--- src/rtl/multi_edge_detector.sv ---
// rtl/multi_edge_detector.sv - synchronised, glitch-filtered multi-channel edge detector with sticky irq
// Optional per-channel saturating event counters (evt_cnt) when EDGE_DET_CNT_EN is defined.
module multi_edge_detector #(
    parameter int CH          = 4,
    parameter int SYNC_STAGES = 2,
    parameter int FILT_W      = 4,
    parameter int CNT_W       = 8
) (
    input  logic                clk,
    input  logic                rst,
    input  logic [CH-1:0]       sig_in,
    input  logic [2*CH-1:0]     mode,
    input  logic [FILT_W-1:0]   filt_len,
    input  logic [CH-1:0]       irq_clr,
    output logic [CH-1:0]       level_out,
    output logic [CH-1:0]       pulse_out_p,
    output logic [CH-1:0]       pulse_out_n,
    output logic [CH-1:0]       evt_pending,
`ifdef EDGE_DET_CNT_EN
    output logic [CH*CNT_W-1:0] evt_cnt,
`endif
    output logic                irq
);

    if (CH < 1 || CH > 32 || SYNC_STAGES < 2 || SYNC_STAGES > 4 || FILT_W < 1 || CNT_W < 1) begin : g_bad_param
        $error("multi_edge_detector: parameter out of range");
    end

    logic [CH-1:0]     sync_q [SYNC_STAGES];
    logic [FILT_W-1:0] filt_cnt_q [CH];
    logic [CH-1:0]     s;
    logic [CH-1:0]     commit;
    logic [CH-1:0]     qual_p;
    logic [CH-1:0]     qual_n;

    // A level change commits once s has disagreed with f for filt_len+1 edges;
    // the >= compare makes a shortened filt_len commit immediately.
    always_comb begin
        s      = sync_q[SYNC_STAGES-1];
        commit = '0;
        qual_p = '0;
        qual_n = '0;
        for (int i = 0; i < CH; i++) begin
            commit[i] = (s[i] != level_out[i]) && (filt_cnt_q[i] >= filt_len);
            qual_p[i] = commit[i] &  s[i] & mode[2*i];
            qual_n[i] = commit[i] & ~s[i] & mode[2*i+1];
        end
    end

    always_ff @(posedge clk) begin
        if (rst) begin
            for (int j = 0; j < SYNC_STAGES; j++) begin
                sync_q[j] <= '0;
            end
            for (int i = 0; i < CH; i++) begin
                filt_cnt_q[i] <= '0;
            end
            level_out   <= '0;
            pulse_out_p <= '0;
            pulse_out_n <= '0;
            evt_pending <= '0;
            irq         <= 1'b0;
        end else begin
            sync_q[0] <= sig_in;
            for (int j = 1; j < SYNC_STAGES; j++) begin
                sync_q[j] <= sync_q[j-1];
            end
            for (int i = 0; i < CH; i++) begin
                if ((s[i] == level_out[i]) || commit[i]) begin
                    filt_cnt_q[i] <= '0;
                end else begin
                    filt_cnt_q[i] <= filt_cnt_q[i] + FILT_W'(1);
                end
            end
            level_out   <= level_out ^ commit;
            pulse_out_p <= qual_p;
            pulse_out_n <= qual_n;
            // set wins over a same-cycle clear so no event is lost
            evt_pending <= (evt_pending & ~irq_clr) | qual_p | qual_n;
            irq         <= |evt_pending;
        end
    end

`ifdef EDGE_DET_CNT_EN
    logic [CNT_W-1:0] evt_cnt_q [CH];

    always_ff @(posedge clk) begin
        if (rst) begin
            for (int i = 0; i < CH; i++) begin
                evt_cnt_q[i] <= '0;
            end
        end else begin
            for (int i = 0; i < CH; i++) begin
                if (irq_clr[i]) begin
                    evt_cnt_q[i] <= CNT_W'(qual_p[i] | qual_n[i]);
                end else if ((qual_p[i] | qual_n[i]) && (evt_cnt_q[i] != {CNT_W{1'b1}})) begin
                    evt_cnt_q[i] <= evt_cnt_q[i] + CNT_W'(1);
                end
            end
        end
    end

    always_comb begin
        evt_cnt = '0;
        for (int i = 0; i < CH; i++) begin
            evt_cnt[i*CNT_W +: CNT_W] = evt_cnt_q[i];
        end
    end
`endif

endmodule
--- config.mk ---
export PLATFORM = sky130hd
export DESIGN_NAME = multi_edge_detector
export DESIGN_NICKNAME = d
export VERILOG_FILES = /design/src/rtl/multi_edge_detector.sv
export SDC_FILE = /design/constraint.sdc
export NUM_CORES = 1
export LEC_CHECK = 0
export ABC_AREA = 1
export BUFFER_PORTS_ARGS = -buffer_cell sky130_fd_sc_hd__buf_2
export CAP_MARGIN = 15
export CORE_AREA = 2 2 81 83
export CTS_CLUSTER_SIZE = 14
export DETAILED_ROUTE_END_ITERATION = 12
export DIE_AREA = 0 0 83 85
export GPL_ROUTABILITY_DRIVEN = 0
export SKIP_LAST_GASP = 1
export SYNTH_ARGS = -nofsm -noshare
export SYNTH_HDL_FRONTEND = slang
export SYNTH_SLANG_ARGS = --single-unit
--- constraint.sdc ---
create_clock -name clk -period 2.85 [get_ports clk]
set_input_delay 0.285 -clock clk [delete_from_list [all_inputs] [get_ports clk]]
set_output_delay 0.285 -clock clk [all_outputs]
set_load 0.1 [all_outputs]
[After elaboration in Yosys (flattened, before gate mapping)]
Memories as Yosys holds them, arrays and structs flattened.
Cells that the tools add are included.
W data, S select, Z words.
Cells by class
  reductions and logical operators: 9
  order comparisons: 4
  equality and inequality tests: 8
  multiplexer cells: 37
  add/subtract/negate cells: 4
  bitwise gates (word level): 35
Operators by type and width (number)
  $mux W4: 10
  $mux W1: 27
  $add A4 B1 Y4 const B: 4
  $and A1 B1 Y1: 16
  $ge A4 B4 Y1: 4
  $or A1 B1 Y1: 10
  $or A4 B4 Y4: 2
  $and A4 B4 Y4: 1
  $eq A1 B1 Y1: 4
  $logic_and A1 B1 Y1: 4
  $logic_or A1 B1 Y1: 4
  $ne A1 B1 Y1: 4
  $not A1 Y1: 4
  $not A4 Y4: 1
  $reduce_or A4 Y1: 1
  $xor A4 B4 Y4: 1
Storage, ports and cells
  input bits: 22
  register bits after elaboration: 17
  memories kept: 2
  memory bits (writable): 24
  word-level logic and storage cells: 104
Memory list
  filt_cnt_q: words 4, bits a word 4, rd ports 4, clocked after memory_dff 0, wr ports 4, RTL line 30  | logic [FILT_W-1:0] filt_cnt_q [CH];
  sync_q: words 2, bits a word 4, rd ports 2, clocked after memory_dff 0, wr ports 2, RTL line 29  | logic [CH-1:0] sync_q [SYNC_STAGES];

[Logic depth before layout (Yosys ltp)]
  depth in word-level cells: 8
  depth in mapped cells: 11

[Worst setup path after synthesis]
Ideal clock, no wire load.
  kind: flip-flop to flip-flop
  start: register (tool-made name)
  end: memory filt_cnt_q[1][0] (data pin)
  path buffers: 0
  data arrival time: 1.575 ns
  setup slack: 1.136 ns
  cell stages (with the launch flop): 6
  data required time: 2.711 ns
  clock period less this slack: 1.714 ns
  path through: dfxtp_1 nand2_1 nand2_1 nand2_1 or2_4 nor2_1
RTL lines (RTL line)
  to (decl): 30

==> impl_metrics.toml <==
[die]
die_h_um = 85
die_area_mm2 = 0.00706
row_count = 29
die_width_um = 83
placeableCoreArea_mm2 = 0.00620
start_util_pct = 32.7
io_pins = 39

[worst_setup_path]
cp_top_family = "simple AND/OR/NAND/NOR gates"
crit_chain = "ha_1, a21oi_1, nand3_1, or2_4, nor2_1"
crit_path_max_incr_delay_ns = 0.43
slowest_stage = "edfxtp_1"
cp.arrival_ns = 1.81
crit_path_end_kind = "flop"
critPathRequiredTime_ns = 3.01
timing.rr.start = "filt_cnt_q[1][3]$_SDFFCE_PN0P_"
cp_max_fo = 4
startpoint = "filt_cnt_q[1][3]$_SDFFCE_PN0P_"
startpoint_type = "flop"
cp_num_buf_inv = 0
critical_path_class = "flop to flop"

[routing]
num_vias = 1560
routed_via_density = 4.22
detail-route-antenna-nets = 0
drc = 0
wl_um = 3910
routedWlPerCell_um = 10.6
drt_first_pass_iters = 4
drt_iter0_drc = 44

[synth]
yosys.cell_count.top_type = "inv_1"
ys_types = 25
avgSynthCellArea_um2 = 8.67
synthesis.area_mm2 = 0.00203
synth_commonest_cells = "47 x inv_1, 37 x nand2_1, 34 x nor2_1, 25 x dfxtp_1, 20 x ha_1"
seq_area_frac_synth_pct = 48.4
yosysTopAreaCellShare_pct = 24.7
synth_seq_cells = 41
syn_inst = 234
synth_area_leaders = "dfxtp_1 25%, edfxtp_1 24%, ha_1 12%"
yosys_warnings = 0
synthArstFlopShare_pct = 0
synth_edf_count = 16
synth_flop_cell = "dfxtp_1"
synth.largest_area_cell = "dfxtp_1"

[placement]
dp_cells = 362
port_buffers = 38
dpl.hpwl_um = 3010
place_ws_ns = 1.11

[timing]
finalSetupViolCount = 0
min_period_ns = 1.65
fin_skew_ns = 0.00374
whs_ns = 0.189
max_clock_freq_ghz = 0.607
rsz0062_at_grt = "no"
fin_crit_sh_pct = 57.8
drv_slew = 0
fin_tns_setup_ns = 0
hold_viol = 0
worst_slack_ns = 1.20

[clocking]
cts_num_sinks = 41
cts_hold_buf = 0
postCtsSetupRepairBufs = 0
cts_root_buffer = "clkbuf_8"
insertion_delay_ns = 0.29
cts_resized = 0
clk_pin_slew_worst_paths_ns = 0.08
cts_buffers = 5
cts.path.max_buffers = 2
cts_tree = "done"
ctsHtreeMaxLevel = 2

[finish]
fillCellCount = 639
antenna_cells = 0
stdcell_count = 370
fin_nets = 334
layout-drive-gt1-share_pct = 17.7
syn_to_final_growth_pct = 21.8

[grt]
antenna_found_initial = 0
grt_pass1_vias = 1509
grt_max_degree = 16
grt_use_total_pct = 11.8
globalRouteOverflowTotal = 0
grt_pass1_wl_um = 6720

[pwr]
seq_power_share_pct = 50.7
p_sw_uw = 346
internal_power_uw = 937
peakVddDrop_v = 0.000322
clkPwrFrac_pct = 35.9
power.leakage_nw = 1.31
switching_share_pct = 27.0
pwr-share-comb_pct = 13.4
powerDensity_mw_per_mm2 = 520

[job]
cap_viol_max_count = 0

[hold_path]
min-delay-start = "sig_in[0]"
hold_class = "primary input to flop"

[outcome]
outcome = "completed"
## cells by family (layout without fill, tap and decap cells)
| group | after synthesis | after routing | synth area share (%) |
|---|---|---|---|
| AND/OR/NAND/NOR | 102 | 102 | 22.4 |
| buffers and inverters | 50 | 94 | 9.62 |
| flip-flops | 41 | 41 | 48.4 |
| adder cells (fa/ha/maj) | 20 | 20 | 12.3 |
| AO/OA/AOI/OAI | 11 | 11 | 3.21 |
| XOR/XNOR | 9 | 9 | 3.89 |
| other | 1 | 16 | 0.185 |
## area by class of cell
type	instances	area, um2	share of cell area (%)
clock buffer	7	108	4.36
clock inverter	1	6.26	0.253
inverter	48	180	7.29
multi-input combinational	158	908	36.8
sequential	41	981	39.7
tap	77	96.3	3.90
timing repair buffer	38	190	7.70
## placed cells by master, fill, tap and decap left out, drive strengths merged, types with 2 or more instances in the layout
cell type	count
inv	49
buf	38
nand2	37
nor2	34
dfxtp	25
ha	20
nand3	17
edfxtp	16
conb	16
a21oi	7
clkbuf	7
xor2	5
nand4	5
xnor2	4
nand3b	4
o21ai	3
or2	2
## worst register-to-register path, delay by kind of cell (launching register included)
family	cells	cell delay, ns
AND/OR/NAND/NOR	3	0.56
adder cells (fa/ha/maj)	1	0.31
AO/OA/AOI/OAI	1	0.22
flip-flops	1	0.43
## power by group through the flow
stage,Clock [mW],Combinational (mW),Sequential (mW)
after global routing,0.502,0.195,0.654
after global placement,0,0.168,0.664
after floorplan,0,0.0924,0.699
after detailed placement,0,0.172,0.665
after CTS,0.478,0.173,0.651
final,0.461,0.172,0.650
## sequential cells by signal (all words and copies together), names as in the netlist, named ones only
| name | count |
|---|---|
| irq | 1 |
| filt_cnt_q | 16 |
| pulse_out_n | 4 |
| pulse_out_p | 4 |
| sync_q | 8 |
| evt_pending | 4 |
## metrics by stage
step           total power [mW]  util, %  area, um2
2_1_floorplan             0.791        -       2080
3_3_place_gp              0.832     38.0       2360
3_5_place_dp              0.836     38.0       2360
4_1_cts                    1.30     39.8       2470
5_1_grt                    1.35     39.8       2470
6_report                   1.28     39.8       2470
## per-layer routing
| layer | global-route usage (%) | share of wire [%] |
|---|---|---|
| met5 | 0 | 0 |
| met4 | 4.62 | 1.6 |
| met3 | 3.79 | 5.9 |
| met1 | 15.0 | 48 |
| met2 | 18.8 | 44 |
## worst paths after layout
kind	end	slack (ns)	depth (start not counted)
max	filt_cnt_q[1][2]$_SDFFCE_PN0P_	1.20	5
min	sync_q[0][0]$_SDFF_PP0_	0.19	3
max reg2reg	filt_cnt_q[1][2]$_SDFFCE_PN0P_	1.20	5
min reg2reg	sync_q[0][4]$_SDFF_PP0_	0.40	2
Note: power is estimated with default switching activity, not from simulation.
